## src/rtl/axi_lite_regbank_responder_if.sv

```systemverilog
// AXI4-Lite bundle between the system master and the register-bank responder.
// The master modport drives requests and response-readies; the slave modport answers them.
interface axi_lite_regbank_responder_if #(
   parameter int ADDR_WIDTH = 32,
   parameter int DATA_WIDTH = 32
);
   logic [ADDR_WIDTH-1:0]   awaddr;
   logic                    awvalid;
   logic                    awready;
   logic [DATA_WIDTH-1:0]   wdata;
   logic [DATA_WIDTH/8-1:0] wstrb;
   logic                    wvalid;
   logic                    wready;
   logic [1:0]              bresp;
   logic                    bvalid;
   logic                    bready;
   logic [ADDR_WIDTH-1:0]   araddr;
   logic                    arvalid;
   logic                    arready;
   logic [DATA_WIDTH-1:0]   rdata;
   logic [1:0]              rresp;
   logic                    rvalid;
   logic                    rready;

   modport master (
      output awaddr, awvalid, wdata, wstrb, wvalid, bready, araddr, arvalid, rready,
      input  awready, wready, bresp, bvalid, arready, rdata, rresp, rvalid
   );

   modport slave (
      input  awaddr, awvalid, wdata, wstrb, wvalid, bready, araddr, arvalid, rready,
      output awready, wready, bresp, bvalid, arready, rdata, rresp, rvalid
   );
endinterface

```

## src/rtl/axi_lite_regbank_responder.sv

```systemverilog
// AXI4-Lite responder with an integrated register bank.
// Write and read channels run as two independent two-state FSMs; every bus output is
// a register so the master never sees a combinational path through this block.
module axi_lite_regbank_responder #(
   parameter int                  ADDR_WIDTH = 32,
   parameter int                  DATA_WIDTH = 32,
   parameter int                  NUM_REGS   = 16,
   parameter logic [NUM_REGS-1:0] RO_MASK    = '0
) (
   input logic                          aclk,
   input logic                          aresetn,
   axi_lite_regbank_responder_if.slave  bus
);

   localparam int STRB_W = DATA_WIDTH / 8;
   localparam int LSB    = $clog2(STRB_W);
   localparam int IDX_W  = $clog2(NUM_REGS);

   localparam logic [1:0] RESP_OKAY   = 2'b00;
   localparam logic [1:0] RESP_SLVERR = 2'b10;

   typedef enum logic { W_IDLE, W_RESP } wState_t;
   typedef enum logic { R_IDLE, R_DATA } rState_t;

   logic [DATA_WIDTH-1:0] r_regs [NUM_REGS];

   wState_t               r_wState;
   logic                  r_awready;
   logic                  r_wready;
   logic                  r_awHeld;
   logic                  r_wHeld;
   logic [ADDR_WIDTH-1:0] r_awAddr;
   logic [DATA_WIDTH-1:0] r_wData;
   logic [STRB_W-1:0]     r_wStrb;
   logic                  r_bvalid;
   logic [1:0]            r_bresp;

   rState_t               r_rState;
   logic                  r_arready;
   logic                  r_rvalid;
   logic [DATA_WIDTH-1:0] r_rdata;
   logic [1:0]            r_rresp;

   logic                  w_awFire;
   logic                  w_wFire;
   logic                  w_haveAw;
   logic                  w_haveW;
   logic [ADDR_WIDTH-1:0] w_wAddr;
   logic [DATA_WIDTH-1:0] w_wData;
   logic [STRB_W-1:0]     w_wStrb;
   logic [IDX_W-1:0]      w_wIdx;
   logic                  w_wInRange;
   logic                  w_wReject;
   logic                  w_arFire;
   logic [IDX_W-1:0]      w_rIdx;
   logic                  w_rInRange;

   // A beat arriving this cycle takes priority over the holding register, so AW and W
   // landing on the same edge (or the second of the two landing) commit immediately.
   assign w_awFire   = bus.awvalid & r_awready;
   assign w_wFire    = bus.wvalid & r_wready;
   assign w_haveAw   = r_awHeld | w_awFire;
   assign w_haveW    = r_wHeld | w_wFire;
   assign w_wAddr    = w_awFire ? bus.awaddr : r_awAddr;
   assign w_wData    = w_wFire ? bus.wdata : r_wData;
   assign w_wStrb    = w_wFire ? bus.wstrb : r_wStrb;
   assign w_wIdx     = w_wAddr[LSB +: IDX_W];
   assign w_wInRange = ((w_wAddr >> (LSB + IDX_W)) == '0);
   assign w_wReject  = !w_wInRange || RO_MASK[w_wIdx];

   assign w_arFire   = bus.arvalid & r_arready;
   assign w_rIdx     = bus.araddr[LSB +: IDX_W];
   assign w_rInRange = ((bus.araddr >> (LSB + IDX_W)) == '0);

   assign bus.awready = r_awready;
   assign bus.wready  = r_wready;
   assign bus.bvalid  = r_bvalid;
   assign bus.bresp   = r_bresp;
   assign bus.arready = r_arready;
   assign bus.rvalid  = r_rvalid;
   assign bus.rdata   = r_rdata;
   assign bus.rresp   = r_rresp;

   // Write channel FSM: collects AW and W in either order, commits to the bank, holds B.
   always_ff @(posedge aclk) begin
      if (!aresetn) begin
         r_wState  <= W_IDLE;
         r_awready <= 1'b0;
         r_wready  <= 1'b0;
         r_awHeld  <= 1'b0;
         r_wHeld   <= 1'b0;
         r_awAddr  <= '0;
         r_wData   <= '0;
         r_wStrb   <= '0;
         r_bvalid  <= 1'b0;
         r_bresp   <= RESP_OKAY;
         for (int i = 0; i < NUM_REGS; i++) begin
            r_regs[i] <= '0;
         end
      end else begin
         case (r_wState)
            W_IDLE: begin
               if (w_awFire) begin
                  r_awAddr <= bus.awaddr;
               end
               if (w_wFire) begin
                  r_wData <= bus.wdata;
                  r_wStrb <= bus.wstrb;
               end
               if (w_haveAw && w_haveW) begin
                  if (w_wReject) begin
                     r_bresp <= RESP_SLVERR;
                  end else begin
                     r_bresp <= RESP_OKAY;
                     for (int k = 0; k < STRB_W; k++) begin
                        if (w_wStrb[k]) begin
                           r_regs[w_wIdx][8*k +: 8] <= w_wData[8*k +: 8];
                        end
                     end
                  end
                  r_awHeld  <= 1'b0;
                  r_wHeld   <= 1'b0;
                  r_awready <= 1'b0;
                  r_wready  <= 1'b0;
                  r_bvalid  <= 1'b1;
                  r_wState  <= W_RESP;
               end else begin
                  r_awHeld  <= w_haveAw;
                  r_wHeld   <= w_haveW;
                  r_awready <= !w_haveAw;
                  r_wready  <= !w_haveW;
               end
            end
            W_RESP: begin
               if (bus.bready) begin
                  r_bvalid  <= 1'b0;
                  r_awready <= 1'b1;
                  r_wready  <= 1'b1;
                  r_wState  <= W_IDLE;
               end
            end
            default: begin
               r_wState <= W_IDLE;
            end
         endcase
      end
   end

   // Read channel FSM: samples the bank as it stood before this edge, then holds R.
   always_ff @(posedge aclk) begin
      if (!aresetn) begin
         r_rState  <= R_IDLE;
         r_arready <= 1'b0;
         r_rvalid  <= 1'b0;
         r_rdata   <= '0;
         r_rresp   <= RESP_OKAY;
      end else begin
         case (r_rState)
            R_IDLE: begin
               if (w_arFire) begin
                  r_rdata   <= w_rInRange ? r_regs[w_rIdx] : '0;
                  r_rresp   <= w_rInRange ? RESP_OKAY : RESP_SLVERR;
                  r_rvalid  <= 1'b1;
                  r_arready <= 1'b0;
                  r_rState  <= R_DATA;
               end else begin
                  r_arready <= 1'b1;
               end
            end
            R_DATA: begin
               if (bus.rready) begin
                  r_rvalid  <= 1'b0;
                  r_arready <= 1'b1;
                  r_rState  <= R_IDLE;
               end
            end
            default: begin
               r_rState <= R_IDLE;
            end
         endcase
      end
   end

endmodule

```

## src/flat_wrapper.sv

```systemverilog
// flat-port wrapper written by rule: the top's interface ports become plain ports
module axi_lite_regbank_responder_flat 
#(
   parameter int                  ADDR_WIDTH = 32,
   parameter int                  DATA_WIDTH = 32,
   parameter int                  NUM_REGS   = 16,
   parameter logic [NUM_REGS-1:0] RO_MASK    = '0
)
  (aclk, aresetn, bus_awaddr, bus_awvalid, bus_wdata, bus_wstrb, bus_wvalid, bus_bready, bus_araddr, bus_arvalid, bus_rready, bus_awready, bus_wready, bus_bresp, bus_bvalid, bus_arready, bus_rdata, bus_rresp, bus_rvalid);
  axi_lite_regbank_responder_if #(.ADDR_WIDTH(ADDR_WIDTH), .DATA_WIDTH(DATA_WIDTH)) bus_i ();
  input logic aclk;
  input logic aresetn;
  input wire logic [$bits(bus_i.awaddr)-1:0] bus_awaddr;
  input wire logic [$bits(bus_i.awvalid)-1:0] bus_awvalid;
  input wire logic [$bits(bus_i.wdata)-1:0] bus_wdata;
  input wire logic [$bits(bus_i.wstrb)-1:0] bus_wstrb;
  input wire logic [$bits(bus_i.wvalid)-1:0] bus_wvalid;
  input wire logic [$bits(bus_i.bready)-1:0] bus_bready;
  input wire logic [$bits(bus_i.araddr)-1:0] bus_araddr;
  input wire logic [$bits(bus_i.arvalid)-1:0] bus_arvalid;
  input wire logic [$bits(bus_i.rready)-1:0] bus_rready;
  output wire logic [$bits(bus_i.awready)-1:0] bus_awready;
  output wire logic [$bits(bus_i.wready)-1:0] bus_wready;
  output wire logic [$bits(bus_i.bresp)-1:0] bus_bresp;
  output wire logic [$bits(bus_i.bvalid)-1:0] bus_bvalid;
  output wire logic [$bits(bus_i.arready)-1:0] bus_arready;
  output wire logic [$bits(bus_i.rdata)-1:0] bus_rdata;
  output wire logic [$bits(bus_i.rresp)-1:0] bus_rresp;
  output wire logic [$bits(bus_i.rvalid)-1:0] bus_rvalid;
  assign bus_i.awaddr = bus_awaddr;
  assign bus_i.awvalid = bus_awvalid;
  assign bus_i.wdata = bus_wdata;
  assign bus_i.wstrb = bus_wstrb;
  assign bus_i.wvalid = bus_wvalid;
  assign bus_i.bready = bus_bready;
  assign bus_i.araddr = bus_araddr;
  assign bus_i.arvalid = bus_arvalid;
  assign bus_i.rready = bus_rready;
  assign bus_awready = bus_i.awready;
  assign bus_wready = bus_i.wready;
  assign bus_bresp = bus_i.bresp;
  assign bus_bvalid = bus_i.bvalid;
  assign bus_arready = bus_i.arready;
  assign bus_rdata = bus_i.rdata;
  assign bus_rresp = bus_i.rresp;
  assign bus_rvalid = bus_i.rvalid;
  axi_lite_regbank_responder #(.ADDR_WIDTH(ADDR_WIDTH), .DATA_WIDTH(DATA_WIDTH), .NUM_REGS(NUM_REGS), .RO_MASK(RO_MASK)) u_core (.aclk(aclk), .aresetn(aresetn), .bus(bus_i));
endmodule
```

## config.mk

```make
export PLATFORM = sky130hd
export DESIGN_NAME = axi_lite_regbank_responder_flat
export DESIGN_NICKNAME = d
export VERILOG_FILES = /design/src/rtl/axi_lite_regbank_responder_if.sv /design/src/rtl/axi_lite_regbank_responder.sv /design/src/flat_wrapper.sv
export SDC_FILE = /design/constraint.sdc
export NUM_CORES = 1
export LEC_CHECK = 0
export ABC_AREA = 1
export CAP_MARGIN = 40
export CORE_UTILIZATION = 60
export DETAILED_ROUTE_END_ITERATION = 10
export PLACE_DENSITY = 0.87
export SYNTH_ARGS = -nofsm -noshare
export SYNTH_HDL_FRONTEND = slang
export SYNTH_SLANG_ARGS = --single-unit
```

## constraint.sdc

```tcl
create_clock -name aclk -period 4.83 [get_ports aclk]
set_input_delay 0.966 -clock aclk [delete_from_list [all_inputs] [get_ports aclk]]
set_output_delay 0.966 -clock aclk [all_outputs]
set_load 0.01 [all_outputs]
```

==> results.md, run 1 <==
- Resized cells post-CTS: 0
- Total Power: 12000 uW
- Crit path arrival time: 3.77 ns
- Placed Cells: 3680
- Origin of the worst min-delay path: u_core.bus.rdata[2]
- Number of distinct library cells after synthesis: 32
- Reg power frac: 50.3%
- Hold Fails Final Rpt: 0
- Top cell type's share of synthesized area: 53.0%
- Commonest non-fill, non-tap cell in the layout: nand2_1
- Critical path endpoint: u_core.r_regs[12][7]
- Worst Hold Class: flop to flop
- Initial Utilization: 60.7%
- Core area: 47700 um2
- Most frequent cells in the layout: nand2_1 (752), nor2_1 (524), edfxtp_1 (512), nand3_1 (501), clkdlybuf4s50_1 (137)
- # rows: 80
- CTS Buf Count: 59
- Status: complete, no violations
- WL per Instance: 20.2 um
- Crit start category: primary input
- Reg2Reg Setup Slack: 1.61 ns
- Switch share: 25.6%
- Largest net degree at the start of global routing: 257
- Total Wirelength: 76500 um
- Post-route insts no fill: 3792
- RSZ-0062 raised after global routing: false
- Fill count: 3182
- Vias in the first global route: 22480
- Synthesized flop and latch total: 621
- Cell Int Power: 8930 uW
- Actual slew at the worst max-slew pin: 1.20 ns
- H-tree levels: 2
- CTS tree: built
- Starting DRC count in detailed routing: 3354
- P_sw: 3080 uW
- Power Density: 366 nW/um2
- Layout area overhead: 13.3%
- VDD IR max: 0.259 mV
- Via Count: 23265
- Tcrit/Tclk final: 72.2%
- Mean post-synth cell area: 9.46 um2
- Ys Warns: 0
- I/O Pins: 148
- Lkg Pwr: 0.0127 uW
- CP startpoint: bus_awvalid
- Final net count: 3234
- Root buf cell: clkbuf_16
- DR vias/cell: 6.14
- Clock network fraction of total power: 38.0%
- Post-layout min period: 3.49 ns
- Worst slew margin: 20.3%
- FF-to-FF End: u_core.r_regs[12][7]
- Worst skew pair latency: 0.62 ns
- Die width: 222 um
- Synth area leaders: edfxtp_1 (53%), nand2_1 (9.7%), nand3_1 (8.6%), dfxtp_1 (7.5%), nor2_1 (6.8%)
- Share of cells above drive strength 1: 10.5%
- Post-route ant nets: 0
- Worst Path Max Fanout: 41
- Layout Utilization: 68.8%
- First drt pass iteration count: 9
- Clock tree sinks: 621
- Final HPWL DP: 49300 um
- Cts hold-fix bufs: 0
- Crit Path Category: primary input to flop
- Die footprint: 49200 um2
- Setup TNS: 0 ns
- Grt total ovfl: 0
- Top cell type by total area after synthesis: edfxtp_1
- Clock Skew: 0.0117 ns
- Mapped Area: 29000 um2
- Worst-path clk slew: 0.06 ns
- Required @ worst endpoint: 5.11 ns
- First-pass GRT wire length: 118000 um
- GPL Wtd Cong: 0.881
- Max Cap Viol: 0
- Die Span Y: 222 um
- Port Buffers: 141
- Initial antenna violation count: 5
- CTS max path bufs: 3
- Setup Viol. Count Final: 0
- Post-CTS setup repair buffer count: 0
- Crit path capture type: flop
- Fmax: 287 MHz
- Worst-case reg-to-reg path depth: 10
- Seq/Total Area, Yosys: 60.6%
- Comb pwr share: 11.7%
- GRT Util Overall: 30.8%
- R2r startpoint: u_core.bus.awready
- Fin. max-slew vios: 0
- Synthesized instance count: 3064
- DRC viols: 0
## critical path, cell delays in order
cell and delay (ns):
clkdlybuf4s50_1 0.46, nand2_4 0.38, inv_1 0.15, o21ai_0 0.17, nand2_1 0.07, nor2_1 0.11, nand2_1 0.10, nor2_4 0.41
buf_12 0.31, nand3_2 0.23, nand2_1 0.38
## cell usage after synthesis, drive strengths merged
library cell	n
clkbuf	161
buf	40
o21ai	75
o21a	2
nand4	2
nand3	566
a21oi	54
mux2i	1
edfxtp	512
conb	1
o211ai	36
nor2	602
nand2	762
inv	138
dfxtp	109
nor3	2
a211oi	1
## how the worst min path moves through the flow
stage	to	slack [ns]	cells past startpoint
after floorplan	u_core.r_wHeld	0.43	2
after global placement	u_core.r_wHeld	0.44	2
after CTS	u_core.bus.rdata[2]	0.47	2
final	u_core.bus.rdata[2]	0.47	2
after global routing	u_core.bus.rdata[2]	0.48	2
after detailed placement	u_core.bus.rdata[2]	0.46	2
## power by group through the flow
stage	clock, uW	sequential (uW)	combinational, uW
6_report	4560	6050	1410
5_1_grt	4740	6060	1490
4_1_cts	4550	6040	1360
3_5_place_dp	0	6160	1350
3_3_place_gp	0	6150	1250
2_1_floorplan	0	6130	829
## through the flow
stage	instance area (um2)	hold WS, ns	worst slack, ns
detailed placement	30900	0.459	0.765
CTS	32800	0.468	1.41
global route	32900	0.485	1.18
finish	32900	0.465	1.34
floorplan	29000	0.429	1.89
global placement	30700	0.437	0.866
## registers in the layout, summed over array words and instances, names as in the netlist, 4 cells and up
name,flops
u_core.bus.rdata,32
u_core.r_awAddr,30
u_core.r_regs,512
u_core.r_wData,32
u_core.r_wStrb,4
## cell type report
class | instances | area, um2 | share of cell area (%)
clock inverter | 26 | 186 | 0.567
sequential | 621 | 17600 | 53.4
tap | 615 | 769 | 2.34
clock buffer | 84 | 1720 | 5.22
inverter | 138 | 524 | 1.60
multi-input combinational | 2105 | 10100 | 30.6
antenna | 1 | 2.50 | 0.00762
timing repair buffer | 202 | 2040 | 6.20
## kinds of logic after synthesis
family | count (synthesis) | synth area share [%]
AO/OA/AOI/OAI | 168 | 3.29
AND/OR/NAND/NOR | 1934 | 31.1
buffers and inverters | 339 | 4.98
flip-flops | 621 | 60.6
other | 1 | 0.0129
multiplexers | 1 | 0.0345
## layer usage
metal	global-route usage, %	share of wire, %	vias to the layer above
met5	0	0.076	-
met4	13.9	4.3	8
met3	7.51	13	314
met2	51.5	48	1676
met1	38.1	35	10878
li1	-	-	10389
No activity file was read; power rests on OpenSTA's default activity.
==> run 2, diff against run 1 <==
CORE_UTILIZATION = 55   (was 60)
PLACE_DENSITY = 0.84   (was 0.87)
clock period = 3.2 ns   (was 4.83 ns; I/O delays follow)
==> run 2 against run 1 <==
Cell count is 5.4% higher. Clock skew is 0.0050 ns higher. Clock-buffer cell count is 9 lower. Utilization is 2.9 points lower. Critical path type unchanged. Critical endpoint is now u_core.r_regs[2][21]. Largest power group unchanged. Highest routed layer unchanged.
==> results.md, run 2 (synthesized netlist as in run 1, its figures left out) <==
- Power Density: 530 nW/um2
- Crit path arrival time: 2.96 ns
- Max FFs per register: 512
- GRT Util Overall: 28.2%
- DR vias/cell: 5.74
- First-pass GRT wire length: 117000 um
- VDD IR max: 0.390 mV
- CTS max path bufs: 3
- DRC viols: 0
- CP startpoint: bus_awvalid
- Core area: 51700 um2
- Layout Utilization: 65.9%
- Die Span Y: 232 um
- Lkg Pwr: 0.0133 uW
- Setup WS pre-CTS: -0.0782 ns
- Fmax: 376 MHz
- Comb pwr share: 11.9%
- Reg2Reg Setup Slack: 0.72 ns
- # rows: 83
- Total Wirelength: 75200 um
- Starting DRC count in detailed routing: 2967
- Post-route ant nets: 0
- GR peak layer: met2
- Met2 usage in global routing: 45.6%
- Resized cells post-CTS: 0
- Clock network fraction of total power: 37.6%
- Vias in the first global route: 21692
- Critical path endpoint: u_core.r_regs[2][21]
- Crit start category: primary input
- Cts hold-fix bufs: 0
- Crit path capture type: flop
- FF-to-FF End: u_core.r_regs[2][21]
- Grt total ovfl: 0
- Clock tree sinks: 621
- Commonest non-fill, non-tap cell in the layout: nand2_1
- Die footprint: 53600 um2
- Final net count: 3370
- Total Power: 18000 uW
- Cell Area, Placed: 32200 um2
- Setup Viol. Count Final: 0
- Footprint of the multi-input gates: 10000 um2
- H-tree levels: 2
- Root buf cell: clkbuf_16
- Worst-path clk slew: 0.06 ns
- R2r startpoint: u_core.bus.awready
- Worst Hold Class: flop to flop
- Fin. max-slew vios: 0
- Post-CTS setup repair buffer count: 0
- Cell Int Power: 13400 uW
- First drt pass iteration count: 7
- Reg area: 17600 um2
- Layout area overhead: 17.5%
- Required @ worst endpoint: 3.50 ns
- Die width: 232 um
- Fill count: 3737
- Tcrit/Tclk final: 83.1%
- Switch share: 25.9%
- Crit Path Category: primary input to flop
- I/O Pins: 148
- Fin worst setup slack: 0.541 ns
- CTS tree: built
- Status: complete, no violations
- Initial antenna violation count: 5
- CTS Buf Count: 61
- Worst Path Max Fanout: 8
- Most frequent cells in the layout: nand2_1 (752), nor2_1 (524), edfxtp_1 (512), nand3_1 (501), buf_4 (168)
- Final instance area: 34100 um2
- Reg power frac: 50.5%
- Final HPWL DP: 49200 um
- Port Buffers: 141
- Post-layout min period: 2.66 ns
- Initial Utilization: 56.1%
- Placed Cells: 3880
- WL per Instance: 18.8 um
- Actual slew at the worst max-slew pin: 0.806 ns
- Worst slew margin: 46.3%
- Largest net degree at the start of global routing: 172
- Worst skew pair latency: 0.64 ns
- Clock Skew: 0.0166 ns
- GPL Wtd Cong: 0.886
- Post-route insts no fill: 3997
- Via Count: 22924
- Max Cap Viol: 0
- RSZ-0062 raised after global routing: false
- Share of cells above drive strength 1: 13.8%
- P_sw: 4670 uW
- Hold Fails Final Rpt: 0
- Biggest register: u_core.r_regs
- Worst-case reg-to-reg path depth: 8
- Met1 Usage GRT: 37.9%
- M3 GR Usage: 5.59%
-- run 2: changes by cell type in the layout (fill, tap and decap cells not counted), moves of 4 or more --
cell        change
clkbuf_1        -8
o21ai_1        +14
clkinvlp_4      +4
buf_6           -8
buf_12         +23
buf_8           -7
buf_4         +127
o21ai_2        -14
clkinv_1        +9
-- run 2: how the worst min path moves through the flow --
stage / start / end / slack (ns) / cells past startpoint
3_3_place_gp: u_core.r_wHeld / u_core.r_wHeld / 0.44 / 2
6_report: u_core.r_awAddr[31] / u_core.r_awAddr[31] / 0.46 / 2
2_1_floorplan: u_core.r_wHeld / u_core.r_wHeld / 0.43 / 2
5_1_grt: u_core.r_awAddr[31] / u_core.r_awAddr[31] / 0.48 / 2
3_5_place_dp: u_core.r_awAddr[31] / u_core.r_awAddr[31] / 0.45 / 2
4_1_cts: u_core.r_awAddr[31] / u_core.r_awAddr[31] / 0.46 / 2
-- run 2: layer usage --
metal	wire [um]	share of wire, %
met1	28600	38
met2	35200	47
met3	8900	12
met4	2400	3.2
met5	47	0.062
-- run 2: through the flow --
step                hold WS, ns  TNS, ns
floorplan                 0.429        0
global placement          0.440        0
detailed placement        0.448    -3.55
CTS                       0.459        0
global route              0.477        0
finish                    0.461        0
-- run 2: worst max-delay path: stages --
cell and delay [ns]:
clkdlybuf4s50_1 0.54, nand2_4 0.12, buf_4 0.17, buf_4 0.17
o21ai_2 0.20, nand2_1 0.28, nor2_4 0.43, nand3_4 0.11
nand2_1 0.29
-- run 2: power groups by stage --
stage | clock network [uW] | logic (uW) | registers (uW)
6_report | 6780 | 2150 | 9120
5_1_grt | 7120 | 2310 | 9140
4_1_cts | 6810 | 2110 | 9120
3_5_place_dp | 0 | 2090 | 9290
3_3_place_gp | 0 | 2040 | 9270
2_1_floorplan | 0 | 1250 | 9260
-- run 2: area by class of cell --
type / instances / area share [%]
Tap cell: 680 / 2.50
Inverter: 138 / 1.54
Antenna cell: 2 / 0.0147
Multi-Input combinational cell: 2105 / 29.4
Clock inverter: 40 / 0.595
Sequential cell: 621 / 51.5
Timing Repair Buffer: 336 / 9.48
Clock buffer: 75 / 4.94
